`config.mk`:
```
export PLATFORM = sky130hd
export DESIGN_NAME = pwm_fade_sequencer
export DESIGN_NICKNAME = d
export VERILOG_FILES = /design/src/rtl/pwm_fade_sequencer.sv
export SDC_FILE = /design/constraint.sdc
export NUM_CORES = 1
export LEC_CHECK = 0
export CAP_MARGIN = 25
export CORE_AREA = 3 3 95 97
export CTS_CLUSTER_DIAMETER = 120
export CTS_CLUSTER_SIZE = 16
export DETAILED_ROUTE_END_ITERATION = 6
export DIE_AREA = 0 0 98 100
export PLACE_DENSITY = 0.8
export SETUP_SLACK_MARGIN = 0.1
export SYNTH_ARGS = -nofsm -noshare
export SYNTH_HDL_FRONTEND = slang
export SYNTH_SLANG_ARGS = --single-unit
```
`constraint.sdc`:
```
create_clock -name clk -period 9.5 [get_ports clk]
set_input_delay 2.85 -clock clk [delete_from_list [all_inputs] [get_ports clk]]
set_output_delay 2.85 -clock clk [all_outputs]
set_load 0.005 [all_outputs]
```
`src/rtl/pwm_fade_sequencer.sv`:
```
`default_nettype none
// ============================================================================
// Module   : pwm_fade_sequencer
// Brief    : Sequences period/duty writes on the PWM config bus to ramp duty
//            toward a commanded target. Optional back-and-forth "breathe"
//            mode is enabled by defining PWM_FADE_BREATHE_EN.
// Revision : 1.0 - initial release
// ============================================================================
module pwm_fade_sequencer #(
    parameter int TICK_W   = 16,
    parameter int DUTY_MAX = 100
) (
    input  logic              clk,
    input  logic              rst_n,
    input  logic              cmd_valid,
    output logic              cmd_ready,
    input  logic [11:0]       cmd_period,
    input  logic [6:0]        cmd_target,
    input  logic [6:0]        cmd_step,
    input  logic [TICK_W-1:0] cmd_interval,
`ifdef PWM_FADE_BREATHE_EN
    input  logic              cmd_loop,
`endif
    input  logic              abort,
    output logic [11:0]       cfg_in,
    output logic              cfg_sel,
    output logic              cfg_wr_en,
    output logic              busy,
    output logic              done,
    output logic [6:0]        cur_duty
);

    typedef enum logic [2:0] {
        S_IDLE    = 3'd0,
        S_WR_PER  = 3'd1,
        S_WR_DUTY = 3'd2,
        S_WAIT    = 3'd3,
        S_DONE    = 3'd4
    } state_t;

    localparam logic [6:0] c_duty_max = 7'(DUTY_MAX);

    state_t             r_state,    w_state_nxt;
    logic [11:0]        r_cfg_in,   w_cfg_in_nxt;
    logic               r_cfg_sel,  w_cfg_sel_nxt;
    logic               r_cfg_wr_en, w_cfg_wr_en_nxt;
    logic [6:0]         r_cur_duty, w_cur_duty_nxt;
    logic [TICK_W-1:0]  r_cnt,      w_cnt_nxt;
    logic [6:0]         r_target,   w_target_nxt;
    logic [6:0]         r_step,     w_step_nxt;
    logic [TICK_W-1:0]  r_interval, w_interval_nxt;
    logic               r_cmd_ready, r_busy, r_done;
    logic               w_loop;
`ifdef PWM_FADE_BREATHE_EN
    logic [6:0]         r_start,    w_start_nxt;
    logic               r_loop,     w_loop_nxt;
`endif

    logic [7:0] w_cur8, w_tgt8, w_stp8, w_sum8, w_next8;
    logic [6:0] w_tgt_clamp;

    assign w_tgt_clamp = (cmd_target > c_duty_max) ? c_duty_max : cmd_target;

`ifdef PWM_FADE_BREATHE_EN
    assign w_loop = r_loop;
`else
    assign w_loop = 1'b0;
`endif

    // Next duty step, widened to 8 bits; result never exceeds DUTY_MAX so bit 7 is zero.
    always_comb begin
        w_cur8  = {1'b0, r_cur_duty};
        w_tgt8  = {1'b0, r_target};
        w_stp8  = {1'b0, r_step};
        w_sum8  = w_cur8 + w_stp8;
        w_next8 = w_tgt8;
        if (r_step == 7'd0) begin
            w_next8 = w_tgt8;
        end else if (w_cur8 < w_tgt8) begin
            w_next8 = (w_sum8 > w_tgt8) ? w_tgt8 : w_sum8;
        end else if (w_cur8 >= (w_tgt8 + w_stp8)) begin
            w_next8 = w_cur8 - w_stp8;
        end
    end

    always_comb begin
        w_state_nxt     = r_state;
        w_cfg_in_nxt    = r_cfg_in;
        w_cfg_sel_nxt   = r_cfg_sel;
        w_cfg_wr_en_nxt = 1'b0;
        w_cur_duty_nxt  = r_cur_duty;
        w_cnt_nxt       = r_cnt;
        w_target_nxt    = r_target;
        w_step_nxt      = r_step;
        w_interval_nxt  = r_interval;
`ifdef PWM_FADE_BREATHE_EN
        w_start_nxt     = r_start;
        w_loop_nxt      = r_loop;
`endif
        case (r_state)
            S_IDLE: begin
                if (cmd_valid) begin
                    w_target_nxt    = w_tgt_clamp;
                    w_step_nxt      = cmd_step;
                    w_interval_nxt  = cmd_interval;
`ifdef PWM_FADE_BREATHE_EN
                    w_start_nxt     = r_cur_duty;
                    w_loop_nxt      = cmd_loop;
`endif
                    w_state_nxt     = S_WR_PER;
                    w_cfg_wr_en_nxt = 1'b1;
                    w_cfg_sel_nxt   = 1'b1;
                    w_cfg_in_nxt    = cmd_period;
                end
            end
            S_WR_PER, S_WAIT: begin
                if (r_state == S_WAIT && r_cnt != '0) begin
                    w_cnt_nxt = r_cnt - TICK_W'(1);
                end else begin
                    w_state_nxt     = S_WR_DUTY;
                    w_cfg_wr_en_nxt = 1'b1;
                    w_cfg_sel_nxt   = 1'b0;
                    w_cfg_in_nxt    = {4'b0, w_next8};
                    w_cur_duty_nxt  = w_next8[6:0];
                end
            end
            S_WR_DUTY: begin
                // r_cur_duty already holds the value written this cycle.
                if (r_cur_duty != r_target) begin
                    w_cnt_nxt   = r_interval;
                    w_state_nxt = S_WAIT;
                end else if (w_loop) begin
`ifdef PWM_FADE_BREATHE_EN
                    w_target_nxt = r_start;
                    w_start_nxt  = r_target;
`endif
                    w_cnt_nxt    = r_interval;
                    w_state_nxt  = S_WAIT;
                end else begin
                    w_state_nxt = S_DONE;
                end
            end
            S_DONE:  w_state_nxt = S_IDLE;
            default: w_state_nxt = S_IDLE;
        endcase

        if (abort && r_state != S_IDLE) begin
            w_state_nxt     = S_IDLE;
            w_cfg_wr_en_nxt = 1'b0;
            w_cfg_in_nxt    = r_cfg_in;
            w_cfg_sel_nxt   = r_cfg_sel;
            w_cur_duty_nxt  = r_cur_duty;
        end
    end

    always_ff @(posedge clk) begin
        if (!rst_n) begin
            r_state     <= S_IDLE;
            r_cfg_in    <= '0;
            r_cfg_sel   <= 1'b0;
            r_cfg_wr_en <= 1'b0;
            r_cur_duty  <= '0;
            r_cnt       <= '0;
            r_target    <= '0;
            r_step      <= '0;
            r_interval  <= '0;
            r_cmd_ready <= 1'b1;
            r_busy      <= 1'b0;
            r_done      <= 1'b0;
`ifdef PWM_FADE_BREATHE_EN
            r_start     <= '0;
            r_loop      <= 1'b0;
`endif
        end else begin
            r_state     <= w_state_nxt;
            r_cfg_in    <= w_cfg_in_nxt;
            r_cfg_sel   <= w_cfg_sel_nxt;
            r_cfg_wr_en <= w_cfg_wr_en_nxt;
            r_cur_duty  <= w_cur_duty_nxt;
            r_cnt       <= w_cnt_nxt;
            r_target    <= w_target_nxt;
            r_step      <= w_step_nxt;
            r_interval  <= w_interval_nxt;
            r_cmd_ready <= (w_state_nxt == S_IDLE);
            r_busy      <= (w_state_nxt != S_IDLE);
            r_done      <= (w_state_nxt == S_DONE);
`ifdef PWM_FADE_BREATHE_EN
            r_start     <= w_start_nxt;
            r_loop      <= w_loop_nxt;
`endif
        end
    end

    assign cfg_in    = r_cfg_in;
    assign cfg_sel   = r_cfg_sel;
    assign cfg_wr_en = r_cfg_wr_en;
    assign cmd_ready = r_cmd_ready;
    assign busy      = r_busy;
    assign done      = r_done;
    assign cur_duty  = r_cur_duty;

endmodule
`default_nettype wire

```
# Word level (Yosys, flattened, before mapping)
# Index checks and enable logic that the tools add are counted.
[classes] addsub=4 order_cmp=4 eq_ne=9 n_mux=22 bitwise_logic=3 n_reduce_logical=16
[op_table] operator="2-to-1 mux 16 bit" count=2
[op_table] operator="2-to-1 mux 8 bit" count=4
[op_table] operator="case mux 16 bit (2 select lines)" count=1
[op_table] operator="2-to-1 mux 12 bit" count=2
[op_table] operator="case mux 12 bit (2 select lines)" count=1
[op_table] operator="adder 7 x 7 -> 8 bit" count=2
[op_table] operator="nonzero test 16 bit" count=1
[op_table] operator="subtractor 16 x 1 -> 16 bit (second input constant)" count=1
[op_table] operator="2-to-1 mux 3 bit" count=4
[op_table] operator="case mux 3 bit (3 select lines)" count=1
[op_table] operator=">= comparator 7 x 8 -> 1 bit" count=1
[op_table] operator="> comparator 8 x 7 -> 1 bit" count=1
[op_table] operator="inequality test 2 bit (second input constant)" count=4
[op_table] operator="subtractor 7 x 7 -> 8 bit" count=1
[op_table] operator="> comparator 7 bit (second input constant)" count=1
[op_table] operator="logical NOT 7 bit" count=1
[op_table] operator="less-than comparator 7 bit" count=1
[op_table] operator="2-to-1 mux 7 bit" count=1
[op_table] operator="inequality test 7 bit" count=1
[op_table] operator="equality test 3 x 2 -> 1 bit (second input constant)" count=2
[op_table] operator="logical NOT 3 bit" count=2
[op_table] operator="AND reduction 3 bit" count=2
[op_table] operator="nonzero test 3 bit" count=2
[op_table] operator="2-to-1 mux 1 bit" count=4
[op_table] operator="other kinds (9)" count=15
[word_totals] ff_bits=73 wordCells=70

# Logic depth before layout (Yosys ltp)
# Gate-level depths: netlist of run 1.
[depth] ltp_word=7 depth_mapped=16 mapped_depth_nobuf=15

# Worst setup path after synthesis of run 1
# OpenSTA, ideal clock, no wires.
[synth_path] path_type="in2reg" from="input cmd_valid" to="register r_cfg_in[7] (netlist: cfg_in[7])" arrival_ns=4.455 t_required_ns=9.405 slack_ns=4.950 cell_stages=7 cell_sequence="or3b_2 -> or2_2 -> clkbuf_1 -> o21ai_0 -> o21ai_2 -> clkbuf_1 -> a221oi_1"
[synth_between] elab_chain_len=2
[synth_lines] element="start, declared" line="15" text="input logic cmd_valid,"
[synth_lines] element="inequality test 2 bit (no source line)"
[synth_lines] element="AND reduction 4 bit (no source line)"
[synth_lines] element="end signal, assigned" line="176" text="r_cfg_in <= w_cfg_in_nxt;"
[synth_lines] element="end, declared" line="44" text="logic [11:0] r_cfg_in, w_cfg_in_nxt;"
# Every way passes these cells.
# A chain may end at the register's enable or synchronous reset.

# Final worst setup path of run 1
[layout_path] from="input cmd_valid" to="register r_cfg_in[6] (netlist: cfg_in[6])"
# Same word-level chain as after synthesis.

==> results of run 1 <==
[worst max path at each step]
| stage | from | end | slack (ns) | depth (start not counted) |
|---|---|---|---|---|
| final | cmd_valid | cfg_in[6] | 4.36 | 8 |
| after global routing | cmd_valid | cfg_in[6] | 4.14 | 8 |
| after CTS | cmd_valid | cfg_in[6] | 4.36 | 8 |
| after detailed placement | cmd_valid | cfg_in[6] | 4.00 | 8 |
| after global placement | cmd_valid | cfg_in[6] | 4.08 | 8 |
| after floorplan | cmd_valid | cfg_in[7] | 4.95 | 7 |
[layout make-up]
cell class,instances,area share (%)
timing repair buffer,72,13.0
multi-input combinational,446,52.2
inverter,26,1.78
clock inverter,4,1.39
clock buffer,12,2.64
sequential,73,26.6
tap,105,2.39
[cells in the final DEF (no fill, tap or decap), types with 6 or more instances in the layout]
cell / count
xnor2_1: 7
nand2_1: 73
a22oi_1: 12
a31oi_1: 6
nor3_1: 20
ha_1: 43
clkdlybuf4s50_1: 69
a211oi_1: 7
or2_2: 12
clkbuf_8: 10
a21o_1: 6
nand2b_1: 8
nand3_1: 6
o21bai_1: 7
a21oi_1: 65
nor2_1: 53
dfxtp_1: 73
o21ai_0: 34
nor2b_1: 8
inv_1: 25
[cells by family after synthesis]
logic type / after synthesis
AOI/OAI and AO/OA: 174
xor gates and xnor gates: 12
adders and majority gates: 46
buffers and inverters: 54
DFF: 73
muxes: 3
and+or+nand+nor: 211
[worst max-delay path, stage by stage]
cell	delay (ns)
clkdlybuf4s50_1	0.44
or3b_2	0.47
or2_2	0.55
o21ai_0	0.23
o21ai_2	0.29
and2_0	0.25
o21ai_0	0.16
o211ai_1	0.11
[sequential cells by signal (all words and copies together), names as in the netlist, 3 cells and up]
name and count:
cur_duty 7, r_target 7, r_state 3, r_step 7
cfg_in 12, r_cnt 16, r_interval 16
[power by group through the flow]
| stage | clock network (mW) | logic, mW | registers [mW] |
|---|---|---|---|
| after floorplan | 0 | 0.182 | 0.347 |
| after global placement | 0 | 0.253 | 0.352 |
| after detailed placement | 0 | 0.259 | 0.352 |
| after CTS | 0.275 | 0.262 | 0.346 |
| after global routing | 0.286 | 0.293 | 0.349 |
| final | 0.273 | 0.265 | 0.346 |
[stage by stage]
step	hold slack, ns	instance area (um^2)	setup slack [ns]
finish	0.461	5500	4.36
detailed placement	0.448	5270	4.00
global placement	0.445	5270	4.08
floorplan	0.437	4540	4.95
CTS	0.460	5500	4.36
global route	0.482	5500	4.14
[routing by layer]
layer	up-vias	GRT usage (%)	wire length (um)
li1	2149	-	-
met4	0	6.71	187
met5	-	0	0
met2	173	39.4	5530
met3	27	4.73	878
met1	1980	33.1	5490
==> results by group, run 1 <==
Timing
  – Unrepaired setup endpoints after global routing: no
  – TNS Setup: 0 ns
  – Final setup viols: 0
  – Clock period minus final worst setup slack: ~5.1 ns
  – Achievable Freq: about 190 MHz
  – Max-slew violations: 0
  – Worst-margin pin slew: 0.883 ns
  – Slew headroom: 41.1%
  – Final hold viol count: 0
  – Tcrit/Tclk final: a little over half
  – Post-route clock skew: between 0.005 and 0.006 ns

Critical path
  – Crit path max fanout: 34
  – CP Capture Type: flop
  – Reg2reg setup slack: 5.54 ns
  – RR Startpoint: r_target[0]
  – R2R cell count: 14
  – Worst EP arrival: roughly 5.4 ns
  – Crit path kind: input pin to flop
  – CP startpoint kind: input pin
  – Worst EP required: 9.72 ns
  – Worst reg2reg endpoint: cfg_in[7]

Synthesis
  – Mapped Cells: 573
  – Synth Area in Simple Gates: between 20 and 25%
  – Multiplexer share of the synthesized area: 0.662%
  – Compound-Gate Fraction of Synth Area: about 25%
  – Synth Flop Type: dfxtp_1
  – Post-synth ARST share: 0%
  – Syn. warnings: 0
  – Post-synth EDFFs: 0
  – Dominant cells by area after synthesis: dfxtp_1 32%, ha_1 12%, a21oi_1 7.2%
  – Number of synthesized register bits: 73
  – Synth area leader: dfxtp_1
  – Adder-Cell Fraction of Synth Area: between 10% and 20%
  – Synth top cells by count: 73 x dfxtp_1, 73 x nand2_1, 65 x a21oi_1, 54 x nor2_1, 43 x ha_1
  – Post-synth top area share: about a third
  – Count of cell types in the netlist: 60
  – Post-synthesis xor/xnor area fraction: approximately 2.3%
  – Main combinational cell family by area after synthesis: compound AO/OA/AOI/OAI gates
  – Post-synthesis sequential area ratio: about 32%
  – Synthesized cell area: 0.00454 mm^2
  – Syn Area/Cell: between 7 and 8 um^2
  – Synthesized Nets: about 670

Hold path
  – Hold EP: r_interval[12]
  – Min-delay src: r_interval[12]
  – Worst hold stages: 2
  – Worst hold-check path type: flop to flop

Power
  – Clock network power share: a little under a third
  – Max VDD drop: roughly 0.12 mV
  – Pint: 0.600 mW
  – Switching power total: 0.283 mW
  – Switching share of power: between 30% and 40%
  – Flop pwr share: between 30% and 40%
  – Comb power frac: 30.0%
  – Power per cell area: 161 mW/mm^2
  – Leak: between 2 and 2.5 nW
  – Tot Pwr: between 0.8 and 0.9 mW

Floorplan
  – Row cnt: 33
  – Die X: 98 um
  – Area of the core: about 0.0082 mm^2
  – Die footprint: approximately 0.0098 mm^2
  – DIE HEIGHT: 100 um
  – I/O pins: 70
  – Initial core utilization: between 50 and 60%

Cells and area
  – Fraction of layout cells with a size suffix above 1: 7.42%
  – Filler cells: 695
  – Ant diodes: 0
  – Multi-input logic area: 0.00287 mm^2
  – Fin util: 66.9%
  – Area delta synth->final: 21.1%
  – Layout net count: a little over 700
  – FF/Latch Area: around 0.0015 mm^2
  – Final cell count without fillers: between 700 and 800

CTS
  – Hold-fix buffers, CTS: 0
  – Post-CTS sizing: 0
  – Worst-case clock buffer depth: 2
  – CTS H-tree depth: 3
  – CTS tree: built
  – Post-CTS Setup Inserts: 0
  – Worst-Skew Late Latency: 0.34 ns
  – Clock transition at the registers of the reported paths: roughly 0.070 ns
  – Clock buffer count from CTS: 9
  – CTS root buf: clkbuf_8
  – Clock Sinks: between 70 and 80

Routing
  – Drt drc: 0
  – Final wirelength: between 10000 and 15000 um
  – Drt pass-1 iters: 5
  – Average wire per standard cell: around 16 um
  – Vias: between 4k and 5k
  – Initial DRC count: 270
  – Vias per cell: 5.87
  – Final ANT Viol Nets: 0

Outcome
  – Outcome: complete, no violations

Job
  – Max cap viols: 0

Place
  – IO Port Bufs: between 60 and 70
  – Placed insts: 722
  – Placer Congestion: 0.957
  – DP Wirelength: between 8000 and 9000 um

Global routing
  – Vias in the first global route: 4052
  – First-pass GRT wire length: between 15000 and 20000 um
  – GRT Total Usage: between 20 and 25%
  – Largest net degree at the start of global routing: 51
  – Grt ovf: 0
  – Initial antenna violation count: 0
Note: power is estimated with default switching activity, not from simulation.
==> run 2, diff against run 1 <==
Clock period 9.5 ns to 5.4 ns, I/O delays scaled along.
==> results by group, run 2 (synthesized netlist as in run 1, its figures left out) <==
Timing
  – Unrepaired setup endpoints after global routing: no
  – Achievable Freq: ~250 MHz
  – Tcrit/Tclk final: 74.3%
  – Final worst slack: 1.39 ns (-2.97 ns)
  – Max-slew violations: 0 (unchanged)
  – Clock period minus final worst setup slack: between 4 and 5 ns
  – TNS Setup: 0 ns (unchanged)
  – Final hold viol count: 0 (unchanged)
  – Final hold slack: 0.463 ns (+0.00214 ns)
  – Worst-margin pin slew: 0.880 ns (-0.00301 ns)
  – Slew headroom: 41.3% (+0.20 points)
  – Post-route clock skew: 0.0174 ns (+0.0115 ns)
  – Final setup viols: 0 (unchanged)

CTS
  – Clock transition at the registers of the reported paths: 0.08 ns (about the same)
  – Hold-fix buffers, CTS: 0 (unchanged)
  – Post-CTS sizing: 0 (unchanged)
  – CTS root buf: clkbuf_8
  – Worst-case clock buffer depth: 2 (unchanged)
  – Post-CTS Setup Inserts: 0 (unchanged)
  – Clock buffer count from CTS: 9 (unchanged)
  – CTS tree: built
  – Worst-Skew Late Latency: 0.36 ns (+0.02 ns)
  – CTS H-tree depth: 3 (unchanged)
  – Clock Sinks: 73 (unchanged)

Routing
  – Drt pass-1 iters: 5 (unchanged)
  – Initial DRC count: 288 (+6.7%)
  – Average wire per standard cell: 15.9 um (-2.8%)
  – Vias per cell: 5.87 (about the same)
  – Final wirelength: 11800 um (-2.8%)
  – Drt drc: 0 (unchanged)
  – Final ANT Viol Nets: 0 (unchanged)
  – Vias: 4330 (+0.023%)

Floorplan
  – Die X: 98 um (unchanged)
  – DIE HEIGHT: 100 um (unchanged)
  – I/O pins: 70 (unchanged)
  – Die footprint: 0.00980 mm^2 (unchanged)
  – Area of the core: 0.00822 mm^2 (unchanged)
  – Initial core utilization: 55.2% (unchanged)
  – Row cnt: 33 (unchanged)

Place
  – DP Wirelength: 8810 um (-1.0%)
  – Placed insts: 722 (unchanged)
  – IO Port Bufs: 69 (unchanged)
  – Worst slack, placed: 1.11 ns (-2.88 ns)
  – Placer Congestion: 0.980 (+2.4%)

Hold path
  – Worst hold-check path type: flop to flop

Power
  – Power per cell area: 270 mW/mm^2 (+68%)
  – Max VDD drop: 0.186 mV (+49%)
  – Leak: 2.20 nW (-0.99%)

Cells and area
  – Layout net count: 720 (unchanged)
  – Fraction of layout cells with a size suffix above 1: 7.74% (+0.32 points)
  – Ant diodes: 0 (unchanged)
  – Area delta synth->final: 20.3%
  – Most frequent cells in the layout: 73 x nand2_1, 73 x dfxtp_1, 69 x clkdlybuf4s50_1
  – Final cell count without fillers: 738 (unchanged)

Job
  – Max cap viols: 0 (unchanged)

Critical path
  – Crit-path slowest cell: a221oi_1
  – Crit path kind: flop to flop
  – CP startpoint kind: flop
  – Worst EP required: 5.62 ns (-4.10 ns)
  – WP buf/inv: 0 (-1)
  – Crit path max fanout: 6 (-82%)
  – CP max stage delay: 0.51 ns (-0.04 ns)
  – CP top delay family: compound AO/OA/AOI/OAI gates
  – CP Capture Type: flop
  – Worst EP arrival: 4.23 ns (-1.13 ns)
  – Critical-path cell list: ha_1 > fa_1 > a21o_1 > a21oi_1 > o21bai_1 > a21oi_1 > xor2_1 > ha_1 > nand4_1 > and3_1 > o21ai_0 > nand3_1 > o21a_1 > a221oi_1 > o2bb2ai_1

Global routing
  – First-pass GRT wire length: 19100 um (-1.7%)
  – Vias in the first global route: 4015 (-0.91%)
  – Grt ovf: 0 (unchanged)
  – Initial antenna violation count: 0 (unchanged)
  – Largest net degree at the start of global routing: 51 (unchanged)
  – GRT Total Usage: 23.8% (-0.44 points)

Outcome
  – Outcome: complete, no violations
[run 2: changes by cell type in the layout (fill, tap and decap cells not counted)]
cell and change:
clkbuf_1 -2, clkinvlp_4 +2, bufinv_16 -2, clkinv_4 -1, inv_8 +1, clkbuf_8 -1
inv_6 +3
[run 2: worst reg2reg max path, cell delays in order (launching register included)]
cell and delay (ns):
dfxtp_1 0.40, ha_1 0.27, fa_1 0.40, a21o_1 0.17, a21oi_1 0.28, o21bai_1 0.10, a21oi_1 0.20, xor2_1 0.09
ha_1 0.34, nand4_1 0.10, and3_1 0.18, o21ai_0 0.14, nand3_1 0.26, o21a_1 0.28, a221oi_1 0.51, o2bb2ai_1 0.17
[run 2: area by class of cell]
type                    instances  area (um^2)
clock buffers                   9          124
repair buffers                 72          713
inverters                      26         97.6
clock inverters                 7         60.1
fillers                       708         2760
multi-input cells             446         2870
well taps                     105          131
flip-flops and latches         73         1460
[run 2: metal layers]
| metal | up-vias | wire length (um) | GRT usage, % |
|---|---|---|---|
| met5 | - | 0 | 0 |
| met2 | 177 | 5300 | 38.2 |
| li1 | 2151 | - | - |
| met1 | 1985 | 5250 | 32.1 |
| met3 | 17 | 1040 | 6.95 |
| met4 | 0 | 170 | 5.11 |
[run 2: path summary, 6_finish.rpt]
check / depth (start not counted) / slack, ns / startpoint / to
setup / recovery: 15 / 1.39 / r_target[0] / cfg_in[3]
hold / removal: 2 / 0.46 / r_interval[8] / r_interval[8]
setup reg to reg: 15 / 1.39 / r_target[0] / cfg_in[3]
hold reg to reg: 2 / 0.46 / r_interval[8] / r_interval[8]
[run 2: metrics by stage]
step / power (mW) / utilization, % / instance area [um^2]
floorplan: 0.929 / - / 4540
global placement: 1.06 / 64.2 / 5270
detailed placement: 1.08 / 64.2 / 5270
CTS: 1.47 / 66.4 / 5460
global route: 1.56 / 66.4 / 5460
finish: 1.48 / 66.4 / 5460
[run 2: power by group]
group	leakage [nW]	switching [mW]	internal [mW]
Clock	0.0848	0.228	0.174
Sequential	0.597	0.0364	0.573
Combinational	1.52	0.256	0.209
Total	2.20	0.520	0.956
